$ cat src/rtl/seg7_to_ascii.sv
// rtl/seg7_to_ascii.sv - seven-segment pattern debouncer and decoder feeding a FWFT ASCII FIFO
module seg7_to_ascii #(
    parameter int STABLE_CNT = 4,
    parameter int FIFO_DEPTH = 4
) (
    input  logic       clk,
    input  logic       rst_n,
    input  logic [6:0] seg_in,
    input  logic       seg_strobe,
    input  logic       out_ready,
    output logic [7:0] ascii_out,
    output logic       ascii_valid,
    output logic [4:0] fifo_count,
    output logic       overflow
);

    localparam int         PW       = (FIFO_DEPTH > 1) ? $clog2(FIFO_DEPTH) : 1;
    localparam logic [3:0] STABLE_C = 4'(STABLE_CNT);
    localparam logic [4:0] DEPTH_C  = 5'(FIFO_DEPTH);
    localparam logic [6:0] BLANK_P  = 7'h7F;

    typedef enum logic [1:0] {ST_BLANK, ST_QUAL, ST_HELD} state_t;

    state_t          state_q, state_d;
    logic [6:0]      last_q, last_d;
    logic [3:0]      cnt_q, cnt_d;
    logic [3:0]      cnt_upd;
    logic            same, blank, push;
    logic [7:0]      push_char;

    logic [7:0]      mem_q [FIFO_DEPTH];
    logic [PW-1:0]   wr_q, rd_q;
    logic [4:0]      count_q;
    logic            overflow_q;
    logic            pop, full, do_push;

    function automatic logic [7:0] decode(input logic [6:0] p);
        case (p)
            7'h40:   decode = 8'h30;
            7'h79:   decode = 8'h31;
            7'h24:   decode = 8'h32;
            7'h30:   decode = 8'h33;
            7'h19:   decode = 8'h34;
            7'h12:   decode = 8'h35;
            7'h02:   decode = 8'h36;
            7'h78:   decode = 8'h37;
            7'h00:   decode = 8'h38;
            7'h10:   decode = 8'h39;
            default: decode = 8'h3F;
        endcase
    endfunction

    assign same      = (seg_in == last_q);
    assign blank     = (seg_in == BLANK_P);
    assign cnt_upd   = same ? ((cnt_q == 4'hF) ? cnt_q : cnt_q + 4'd1) : 4'd1;
    assign push_char = decode(seg_in);

    // A HELD pattern never re-pushes; only a different or blank sample re-arms it.
    always_comb begin
        state_d = state_q;
        last_d  = last_q;
        cnt_d   = cnt_q;
        push    = 1'b0;
        if (seg_strobe) begin
            last_d = seg_in;
            cnt_d  = cnt_upd;
            if (blank) begin
                state_d = ST_BLANK;
            end else if (state_q == ST_HELD && same) begin
                state_d = ST_HELD;
            end else if (cnt_upd == STABLE_C) begin
                push    = 1'b1;
                state_d = ST_HELD;
            end else begin
                state_d = ST_QUAL;
            end
        end
    end

    always_ff @(posedge clk or negedge rst_n) begin
        if (!rst_n) begin
            state_q <= ST_BLANK;
            last_q  <= BLANK_P;
            cnt_q   <= 4'd0;
        end else begin
            state_q <= state_d;
            last_q  <= last_d;
            cnt_q   <= cnt_d;
        end
    end

    assign pop     = ascii_valid & out_ready;
    assign full    = (count_q == DEPTH_C);
    // A simultaneous pop frees the slot, so a full FIFO still accepts the push.
    assign do_push = push & (~full | pop);

    always_ff @(posedge clk) begin
        if (do_push) begin
            mem_q[wr_q] <= push_char;
        end
    end

    always_ff @(posedge clk or negedge rst_n) begin
        if (!rst_n) begin
            wr_q       <= '0;
            rd_q       <= '0;
            count_q    <= 5'd0;
            overflow_q <= 1'b0;
        end else begin
            if (do_push) wr_q <= wr_q + 1'b1;
            if (pop)     rd_q <= rd_q + 1'b1;
            case ({do_push, pop})
                2'b10:   count_q <= count_q + 5'd1;
                2'b01:   count_q <= count_q - 5'd1;
                default: count_q <= count_q;
            endcase
            if (push && full && !pop) overflow_q <= 1'b1;
        end
    end

    assign ascii_valid = (count_q != 5'd0);
    assign ascii_out   = ascii_valid ? mem_q[rd_q] : 8'h00;
    assign fifo_count  = count_q;
    assign overflow    = overflow_q;

endmodule
$ cat config.mk
export PLATFORM = sky130hd
export DESIGN_NAME = seg7_to_ascii
export DESIGN_NICKNAME = d
export VERILOG_FILES = /design/src/rtl/seg7_to_ascii.sv
export SDC_FILE = /design/constraint.sdc
export NUM_CORES = 1
export LEC_CHECK = 0
export CAP_MARGIN = 20
export CELL_PAD_IN_SITES_DETAIL_PLACEMENT = 0
export CELL_PAD_IN_SITES_GLOBAL_PLACEMENT = 2
export CORE_ASPECT_RATIO = 1.25
export CORE_MARGIN = 3
export CORE_UTILIZATION = 34
export DETAILED_ROUTE_END_ITERATION = 12
export PLACE_DENSITY = 0.84
export SYNTH_ARGS = -nofsm -noshare
export SYNTH_HDL_FRONTEND = slang
export SYNTH_SLANG_ARGS = --single-unit
$ cat constraint.sdc
create_clock -name clk -period 2.75 [get_ports clk]
set_input_delay 0.275 -clock clk [delete_from_list [all_inputs] [get_ports clk]]
set_output_delay 0.275 -clock clk [all_outputs]
set_load 0.03 [all_outputs]
==> results of run 1 <==
==> final timing paths <==
kind	cells after the start	slack [ns]	endpoint	startpoint
worst min-delay path	1	0.47	cnt_q[0]	rst_n
worst max-delay path	12	-0.004	fifo_count[4]	cnt_q[1]
worst min register to register	1	0.48	overflow	overflow
max in group asynchronous	2	1.60	last_q[4]	rst_n
worst max register to register	12	-0.004	fifo_count[4]	cnt_q[1]
min in group clk	1	0.48	overflow	overflow
==> repair_timing <==
item,in CTS,in global routing
resized for setup,3,5
pin swaps,1,3
hold endpoints to repair,0,0
endpoints found under the setup margin,2,2
==> kinds of logic (layout without fill, tap and decap cells) <==
family | count (synthesis) | count (layout)
AOI/OAI and AO/OA | 31 | 31
xor gates and xnor gates | 14 | 14
adders and majority gates | 9 | 9
buffers and inverters | 24 | 73
DFF | 39 | 39
muxes | 17 | 17
other | 1 | 2
and+or+nand+nor | 64 | 64
==> critical path, delay by kind of cell, from the launching register on <==
| family | cells | cell delay [ns] |
|---|---|---|
| flops | 1 | 0.42 |
| xor+xnor | 1 | 0.16 |
| compound gates | 1 | 0.11 |
| simple gates | 7 | 1.30 |
| fa+ha+maj | 2 | 0.53 |
| mux | 1 | 0.16 |
==> metrics by stage <==
stage                     hold slack [ns]  TNS (ns)  cells  power (uW)  cell area [um2]
after floorplan                   -0.0206    -0.201    200        1310             2360
after global placement              0.469    -0.891    328        1620             2850
after detailed placement            0.469    -0.959    328        1620             2850
after CTS                           0.488   -0.0714    336        2110             2970
after global routing                0.511    -0.229    336        2240             3000
final                               0.472  -0.00390    336        2110             3000
==> report_power, final <==
group | switching, uW | leakage, uW | internal [uW]
logic | 404 | 0.000746 | 461
registers | 92.0 | 0.000420 | 681
clock network | 203 | 0.0000581 | 270
==> placed cells by master, fill, tap and decap left out, types with 4 or more instances in the layout <==
cell and n:
a21oi_1 8, clkdlybuf4s50_1 22, clkbuf_8 5, nand3_1 5, mux2_2 8, buf_4 32, mux4_2 4, nor2_1 8
dfstp_2 7, inv_1 10, ha_1 6, o21ai_0 6, and2_1 5, nand2_1 11, edfxtp_1 16, dfrtp_1 16
nor2b_1 4, xnor2_1 10, and3_1 4
==> sequential cells by signal, summed over array words and instances, names as in the netlist <==
name	cells
mem_q	16
fifo_count	5
wr_q	2
state_q	2
last_q	7
cnt_q	4
overflow	1
rd_q	2
==> cell type report <==
cell class,instances,area [um2]
clock buffer,5,68.8
clock inverter,3,43.8
fill,638,3640
inverter,10,37.5
multi-input combinational,137,1210
sequential,39,1060
tap,87,109
timing repair buffer,55,473
==> per-layer routing <==
metal  share of wire  vias up  GRT usage
li1                -      810          -
met2            0.50       26      0.197
met4           0.019        0     0.0468
met1            0.45      764      0.157
met3           0.031        6     0.0256
met5               0        -          0
==> qor.csv, run 1 <==
stage;metric;value;unit
sta;hold_viol;0;
floorplan;initial_utilization;0.354;
floorplan;core_area;6650;um2
cts;post-cts-setup-buffer-count;0;
place;place_ws;-0.424;ns
global_route;grt_pass1_wl;7.51;mm
floorplan;dieArea;7950;um2
synth;synth_edf_count;16;
synth;synth_fa_ha_area_frac;0.0511;
setup_path;cp_slowest_cell;dfrtp_1;
synth;yosys_register_bits;39;
synth;synth-simple-area-share;0.184;
sta;maxSlewViolCount;0;
setup_path;cp.arrival;2.97;ns
synth;synth-xor-area-share;0.0665;
synth;synth_compound_area_frac;0.0894;
floorplan;ioPinCount;26;
synth;yosys.area.top_type;edfxtp_1;
cts;clk_pin_slew;0.08;ns
cts;cts_max_level;2;
setup_path;critical_path_class;flip-flop to flip-flop;
setup_path;cp.required;2.96;ns
sta;skew;0.00671;ns
synth;seq_area_frac_synth;0.453;
min_path;hold_path.class;input port to async pin;
place;post-dp-hpwl;3.38;mm
status;violations;negative setup slack;
synth;synth_top_family_by_area;simple AND/OR/NAND/NOR gates;
setup_path;critPathLaunchType;flip-flop;
floorplan;fp.dieH;99.0;um
synth;synthArstFlopShare;0.590;
routing;antenna_left;0;
routing;drc;0;
synth;yosysWarnings;0;
synth;avgSynthCellArea;11.8;um2
routing;vias;1606;
setup_path;cp_cell_sequence;ha_4 > or3b_4 > nor4_4 > nor3b_4 > nor2_2 > ha_1 > nor2b_1 > o21ai_1 > nand2b_1 > or2_4 > mux2i_1 > xor2_1;
place;place.gp.congestion;0.798;
synth;ys.flop_type;edfxtp_1;
global_route;grt_usage;0.121;
place;portBuffers;23;
routing;post_drt_wl_per_cell;13.1;um
global_route;first_global_vias;1554;
sta;period_share;1.00;
final_layout;design.final.nets;268;
routing;first_pass_iters;4;
setup_path;end_kind;flip-flop;
sta;period_minus_slack;2.75;ns
sta;rsz0062_at_grt;true;
sta;worst-slew-pin-transition;0.858;ns
synth;synth_top_area_share;0.204;
global_route;antenna_found_initial;0;
final_layout;layout-drive-gt1-share;0.321;
power_and_ir_drop;leakage;0.00122;uW
synth;syn_area;2350;um2
final_layout;fin_util;0.452;
global_route;grt_max_degree;19;
cts;cts_buffers;5;
synth;synth_cell_types;59;
synth;synth_area_leaders;edfxtp_1 20%, dfrtp_1 17%, dfstp_2 7.8%, ha_1 4.3%, mux2_2 3.8%;
routing;via_per_inst;4.78;
cts;cts_tree;built;
synth;ys_top_cells_by_count;16 x dfrtp_1, 16 x edfxtp_1, 11 x nand2_1;
setup_path;critical-path-max-stage-delay;0.42;ns
synth;synth_cells;199;
synth;synthMuxAreaShare;0.0995;
sta;setup_viol;1;
run;drv_cap;0;
sta;maxSlewHeadroom;0.426;
sta;worst_slack;-0.00390;ns
final_layout;num_antenna_cells;0;
cts;root_buffer;clkbuf_8;
cts;clock_path_buffers;2;
status;status;complete, but fails checks;
sta;fmax;0.363;GHz
cts;cts_hold_buf;0;
power_and_ir_drop;vdd_drop_max;0.317;mV
power_and_ir_drop;p_per_area;703;nW/um2
cts;cts_sinks;39;
routing;wl;4.41;mm
floorplan;rows;33;
final_layout;synthToLayoutAreaGrowth;27.8;%
setup_path;worstPathMaxFanout;3;
global_route;grt_overflow_total;0;
floorplan;die_width;80.4;um
cts;clkLatencyLatePin;0.29;ns
routing;drt_iter0_drc;48;
No activity file was read; power rests on OpenSTA's default activity.
==> run 2, diff against run 1 <==
--- a/config.mk
+++ b/config.mk
@@ -13,6 +13,7 @@
 export CORE_UTILIZATION = 34
 export DETAILED_ROUTE_END_ITERATION = 12
 export PLACE_DENSITY = 0.84
+export SKIP_LAST_GASP = 1
 export SYNTH_ARGS = -nofsm -noshare
 export SYNTH_HDL_FRONTEND = slang
 export SYNTH_SLANG_ARGS = --single-unit
==> run 2 against run 1 <==
The run still ends with negative setup slack left. Global-route usage is the same. Clock skew is essentially flat. Routed wire length about the same. Design area is essentially flat. Non-clock buffer count is the same. Sequential cell count stayed put. Hold slack about the same. Clock power about the same. Critical path depth unchanged. Setup slack lost 0.047 ns. Critical endpoint unchanged.
==> qor.csv, run 2 (synthesized netlist as in run 1, its figures left out) <==
stage;metric;value;unit;change
power_and_ir_drop;combPwrFrac;0.409;;about the same
power_and_ir_drop;leakage;0.00122;uW;about the same
sta;maxSlewHeadroom;0.426;;unchanged
floorplan;dieArea;7950;um2;unchanged
routing;via_per_inst;4.78;;about the same
cts;root_buffer;clkbuf_8;;
setup_path;reg2regPathDepth;12;;unchanged
sta;worst-slew-pin-transition;0.858;ns;unchanged
floorplan;ioPinCount;26;;unchanged
floorplan;core_area;6650;um2;unchanged
global_route;grt_overflow_total;0;;unchanged
sta;hold_viol;0;;unchanged
cts;cts_hold_buf;0;;unchanged
status;violations;negative setup slack;;
final_layout;num_antenna_cells;0;;unchanged
final_layout;synthToLayoutAreaGrowth;27.7;%;about the same
setup_path;end_kind;flip-flop;;
routing;first_pass_iters;4;;unchanged
final_layout;layout-drive-gt1-share;0.321;;unchanged
power_and_ir_drop;netSwitchingPower;698;uW;-0.13%
routing;wl;4.41;mm;about the same
final_layout;design.final.nets;268;;unchanged
routing;antenna_left;0;;unchanged
final_layout;fin_util;0.452;;about the same
global_route;grt_pass1_wl;7.51;mm;unchanged
routing;drc;0;;unchanged
global_route;grt_max_degree;19;;unchanged
global_route;first_global_vias;1554;;unchanged
cts;cts_tree;built;;
setup_path;r2r-end;fifo_count[4];;
floorplan;die_width;80.4;um;unchanged
cts;cts_max_level;2;;unchanged
sta;period_minus_slack;2.80;ns;+0.0465 ns
final_layout;largest_reg_flops;16;;unchanged
sta;setup_viol;1;;unchanged
final_layout;layout_commonest_cell;buf_4;;
setup_path;ff2ff_setup_slack;-0.05;ns;-0.05 ns
cts;clk_pin_slew;0.08;ns;about the same
routing;post_drt_wl_per_cell;13.1;um;about the same
place;place.gp.congestion;0.798;;unchanged
floorplan;rows;33;;unchanged
routing;vias;1605;;-0.062%
setup_path;critPathLaunchType;flip-flop;;
sta;tns;-0.0504;ns;-0.0465 ns
cts;cts_sinks;39;;unchanged
status;status;complete, but fails checks;;
setup_path;critical_path_class;flip-flop to flip-flop;;
final_layout;most-common-layout-cells;32 x buf_4, 22 x clkdlybuf4s50_1, 16 x dfrtp_1, 16 x edfxtp_1, 11 x nand2_1;;
run;drv_cap;0;;unchanged
place;post-dp-hpwl;3.38;mm;unchanged
routing;drt_iter0_drc;48;;unchanged
power_and_ir_drop;swShare;0.331;;about the same
cts;cts_buffers;5;;unchanged
floorplan;initial_utilization;0.354;;unchanged
setup_path;worstPathMaxFanout;3;;unchanged
power_and_ir_drop;clkPwrFrac;0.225;;about the same
sta;worst_slack;-0.0504;ns;-0.0465 ns
min_path;hold_path.class;input port to async pin;;
final_layout;fill_cells;638;;unchanged
sta;skew;0.00673;ns;+0.0000189 ns
setup_path;worstReg2RegStart;cnt_q[1];;
global_route;antenna_found_initial;0;;unchanged
cts;clock_path_buffers;2;;unchanged
sta;maxSlewViolCount;0;;unchanged
global_route;grt_usage;0.121;;unchanged
sta;fmax;0.357;GHz;-1.7%
setup_path;cp.required;2.96;ns;about the same
power_and_ir_drop;power_frac_seq;0.367;;about the same
cts;clkLatencyLatePin;0.29;ns;about the same
place;portBuffers;23;;unchanged
power_and_ir_drop;intPower;1410;uW;-0.26%
power_and_ir_drop;p_per_area;702;nW/um2;-0.13%
sta;period_share;1.02;;+0.0169
floorplan;fp.dieH;99.0;um;unchanged
sta;rsz0062_at_grt;true;;
final_layout;top_register;mem_q;;
sta;hold_ws;0.472;ns;-0.0000820 ns
setup_path;cp.arrival;3.02;ns;+0.05 ns
power_and_ir_drop;vdd_drop_max;0.317;mV;about the same
## run 2: cell counts in the layout (fill, tap and decap cells not counted)
Identical to the previous run, type by type.
## run 2: worst max-delay path by stage
stage	startpoint	endpoint	slack, ns	cells after the start
after CTS	cnt_q[1]	fifo_count[4]	-0.08	12
after global placement	seg_in[6]	fifo_count[4]	-0.40	13
final	cnt_q[1]	fifo_count[4]	-0.05	12
after floorplan	cnt_q[1]	fifo_count[4]	-0.20	12
after global routing	cnt_q[1]	fifo_count[4]	-0.27	12
after detailed placement	seg_in[6]	fifo_count[4]	-0.42	13
## run 2: area by class of cell
class | instances | area (um2) | share of cell area
inverters | 10 | 37.5 | 0.0125
multi-input cells | 137 | 1200 | 0.401
repair buffers | 55 | 473 | 0.158
clock inverters | 3 | 43.8 | 0.0146
clock buffers | 5 | 68.8 | 0.0229
flip-flops and latches | 39 | 1060 | 0.355
well taps | 87 | 109 | 0.0363
## run 2: timing repair
item,in CTS,in global routing
resized for setup,2,5
setup endpoints to repair,2,2
pin swaps,1,3
gates cloned,0,0
setup buffers,0,0
## run 2: power by group through the flow
stage	registers, uW	clock network [uW]	logic [uW]
2_1_floorplan	826	0	488
3_3_place_gp	782	0	833
3_5_place_dp	783	0	837
4_1_cts	770	491	842
5_1_grt	789	509	940
6_report	773	473	861
## run 2: per-layer routing
metal,part of all wire,vias up,global-route usage
met4,0.019,0,0.0468
met5,0,-,0
met3,0.031,6,0.0256
met2,0.50,26,0.197
met1,0.44,763,0.157
li1,-,810,-
## run 2: critical path, stage by stage (launching register included)
cell	delay, ns
dfrtp_1	0.42
ha_4	0.25
or3b_4	0.40
nor4_4	0.15
nor3b_4	0.25
nor2_2	0.07
ha_1	0.28
nor2b_1	0.13
o21ai_1	0.11
nand2b_1	0.08
or2_2	0.27
mux2i_1	0.16
xor2_1	0.16
## run 2: through the flow
| stage | total power, uW | instances | setup slack (ns) | instance area, um2 |
|---|---|---|---|---|
| final | 2110 | 336 | -0.0504 | 3000 |
| after global routing | 2240 | 336 | -0.268 | 3000 |
| after floorplan | 1310 | 200 | -0.201 | 2360 |
| after detailed placement | 1620 | 328 | -0.424 | 2850 |
| after global placement | 1620 | 328 | -0.396 | 2850 |
| after CTS | 2100 | 336 | -0.0838 | 2970 |
==> run 3, diff against run 2 <==
--- a/config.mk
+++ b/config.mk
@@ -5,6 +5,7 @@
 export SDC_FILE = /design/constraint.sdc
 export NUM_CORES = 1
 export LEC_CHECK = 0
+export ABC_AREA = 0
 export CAP_MARGIN = 20
 export CELL_PAD_IN_SITES_DETAIL_PLACEMENT = 0
 export CELL_PAD_IN_SITES_GLOBAL_PLACEMENT = 2
@@ -12,6 +13,7 @@
 export CORE_MARGIN = 3
 export CORE_UTILIZATION = 34
 export DETAILED_ROUTE_END_ITERATION = 12
+export GPL_TIMING_DRIVEN = 0
 export PLACE_DENSITY = 0.84
 export SKIP_LAST_GASP = 1
 export SYNTH_ARGS = -nofsm -noshare
==> run 3 against run 2 <==
The flow still finishes with violations (negative setup slack). Design area barely moved. Clock power barely moved. Final cell count fell by 2.7%. Critical path depth rose by 1. Fmax rose by 0.48%. Non-clock buffer count fell by 9. Core utilization barely moved. Register-to-register slack barely moved. Die area did not move. Via count fell by 1.6%. Sequential power fell by 1%. Clock skew rose by 0.0034 ns.
==> qor.csv, run 3 (synthesized netlist as in run 1, its figures left out) <==
stage;metric;value;unit;change
global_route;grt_pass1_wl;7.71;mm;+2.7%
sta;period_share;1.01;;-0.00488
status;status;complete, but fails checks;;
cts;cts_buffers;5;;unchanged
power_and_ir_drop;power;2120;uW;+0.69%
global_route;grt_overflow_total;0;;unchanged
global_route;antenna_found_initial;0;;unchanged
routing;wl;4.49;mm;+2.0%
final_layout;regArea;1070;um2;+0.23%
routing;drc;0;;unchanged
floorplan;initial_utilization;0.354;;unchanged
sta;maxSlewViolCount;0;;unchanged
floorplan;dieArea;7950;um2;unchanged
sta;maxSlewHeadroom;0.491;;+0.0650
routing;via_per_inst;4.83;;+1.1%
sta;worst_slack;-0.0370;ns;+0.0134 ns
setup_path;worstPathMaxFanout;4;;+1
sta;rsz0062_at_grt;true;;
setup_path;critical_path_class;flip-flop to flip-flop;;
global_route;first_global_vias;1587;;+2.1%
final_layout;layout_commonest_cell;clkdlybuf4s50_1;;
final_layout;largest_reg_flops;16;;unchanged
final_layout;layout-drive-gt1-share;0.346;;+0.0245
sta;period_minus_slack;2.79;ns;-0.0134 ns
setup_path;worstReg2RegStart;last_q[6];;
final_layout;num_antenna_cells;0;;unchanged
place;place_ws;-0.613;ns;-0.189 ns
setup_path;reg2regPathDepth;13;;+1
cts;clk_pin_slew;0.08;ns;about the same
power_and_ir_drop;leakage;0.00119;uW;-2.9%
sta;setup_viol;1;;unchanged
routing;first_pass_iters;4;;unchanged
cts;cts_hold_buf;0;;unchanged
setup_path;critPathLaunchType;flip-flop;;
global_route;grt_usage;0.123;;+0.00176
final_layout;multi_input_area;1280;um2;+6.0%
place;portBuffers;18;;-22%
setup_path;cp.arrival;3.00;ns;-0.02 ns
power_and_ir_drop;vdd_drop_max;0.271;mV;-14%
sta;skew;0.0102;ns;+0.00344 ns
setup_path;end_kind;flip-flop;;
sta;tns;-0.0370;ns;+0.0134 ns
final_layout;fill_cells;627;;-1.7%
status;violations;negative setup slack;;
power_and_ir_drop;p_per_area;707;nW/um2;+0.78%
setup_path;r2r-end;fifo_count[4];;
sta;worst-slew-pin-transition;0.753;ns;-0.105 ns
floorplan;ioPinCount;26;;unchanged
floorplan;core_area;6650;um2;unchanged
cts;cts_max_level;2;;unchanged
routing;post_drt_wl_per_cell;13.7;um;+4.8%
cts;clkLatencyLatePin;0.29;ns;about the same
floorplan;die_width;80.4;um;unchanged
cts;cts_sinks;39;;unchanged
routing;drt_iter0_drc;65;;+35%
final_layout;synthToLayoutAreaGrowth;27.6;%;about the same
routing;vias;1579;;-1.6%
sta;hold_viol;0;;unchanged
cts;clock_path_buffers;2;;unchanged
floorplan;fp.dieH;99.0;um;unchanged
sta;fmax;0.359;GHz;+0.48%
setup_path;ff2ff_setup_slack;-0.04;ns;about the same
final_layout;design.final.nets;259;;-3.4%
setup_path;cp.required;2.96;ns;about the same
min_path;hold_path.class;input port to async pin;;
floorplan;rows;33;;unchanged
run;drv_cap;0;;unchanged
final_layout;top_register;mem_q;;
cts;root_buffer;clkbuf_8;;
global_route;grt_max_degree;24;;+5
final_layout;most-common-layout-cells;18 x clkdlybuf4s50_1, 17 x buf_4, 16 x edfxtp_1;;
place;post-dp-hpwl;3.07;mm;-9.1%
routing;antenna_left;0;;unchanged
cts;cts_tree;built;;
place;place.gp.congestion;0.765;;-4.1%
[run 3: per-stage QoR]
stage	cell area, um2	hold slack [ns]	instances	util
floorplan	2360	-0.0206	200	-
global placement	2650	0.479	305	0.398
detailed placement	2650	0.482	305	0.398
CTS	2870	0.273	320	0.432
global route	3000	0.272	327	0.451
finish	3000	0.262	327	0.451
[run 3: worst max path at each step]
| stage | start | slack, ns | depth (start not counted) | to |
|---|---|---|---|---|
| finish | last_q[6] | -0.04 | 13 | fifo_count[4] |
| global route | cnt_q[1] | -0.27 | 14 | fifo_count[4] |
| CTS | last_q[6] | -0.21 | 12 | fifo_count[4] |
| detailed placement | seg_in[5] | -0.61 | 13 | fifo_count[4] |
| global placement | seg_in[5] | -0.60 | 13 | fifo_count[4] |
| floorplan | cnt_q[1] | -0.20 | 12 | fifo_count[4] |
[run 3: metal layers]
layer  wire length, um  global-route usage  up-vias  part of all wire
met5                 0                   0        -                 0
met4                29              0.0494        0            0.0065
met3               152              0.0238        2             0.034
met2              2330               0.205       32              0.52
met1              1980               0.156      757              0.44
li1                  -                   -      788                 -
[run 3: cell type report]
class | count | area share
Buffer | 14 | 0.0305
Clock buffer | 5 | 0.0229
Clock inverter | 3 | 0.0129
Inverter | 10 | 0.0125
Multi-Input combinational cell | 137 | 0.426
Sequential cell | 39 | 0.356
Tap cell | 87 | 0.0363
Timing Repair Buffer | 32 | 0.103
[run 3: power breakdown]
group | internal, uW | switching [uW] | total (uW)
Sequential | 681 | 82.0 | 763
Combinational | 455 | 433 | 888
Clock | 266 | 204 | 470
Total | 1400 | 719 | 2120
[run 3: timing repair]
item	in CTS	in global routing
setup endpoints to repair	3	9
resized for setup	12	12
hold endpoints to repair	0	0
pin swaps	9	11
buffers inserted	7	6
[run 3: worst max-delay path, stage by stage, from the launching register on]
cell and delay [ns]:
dfstp_2 0.59, xor2_4 0.08, or3b_4 0.40, nor4_4 0.16, nor3b_4 0.28, nor2_4 0.08, inv_2 0.07, fa_2 0.23
nor2b_4 0.04, o21ai_2 0.09, nand2b_1 0.09, or2_4 0.25, mux2i_2 0.15, xor2_1 0.17
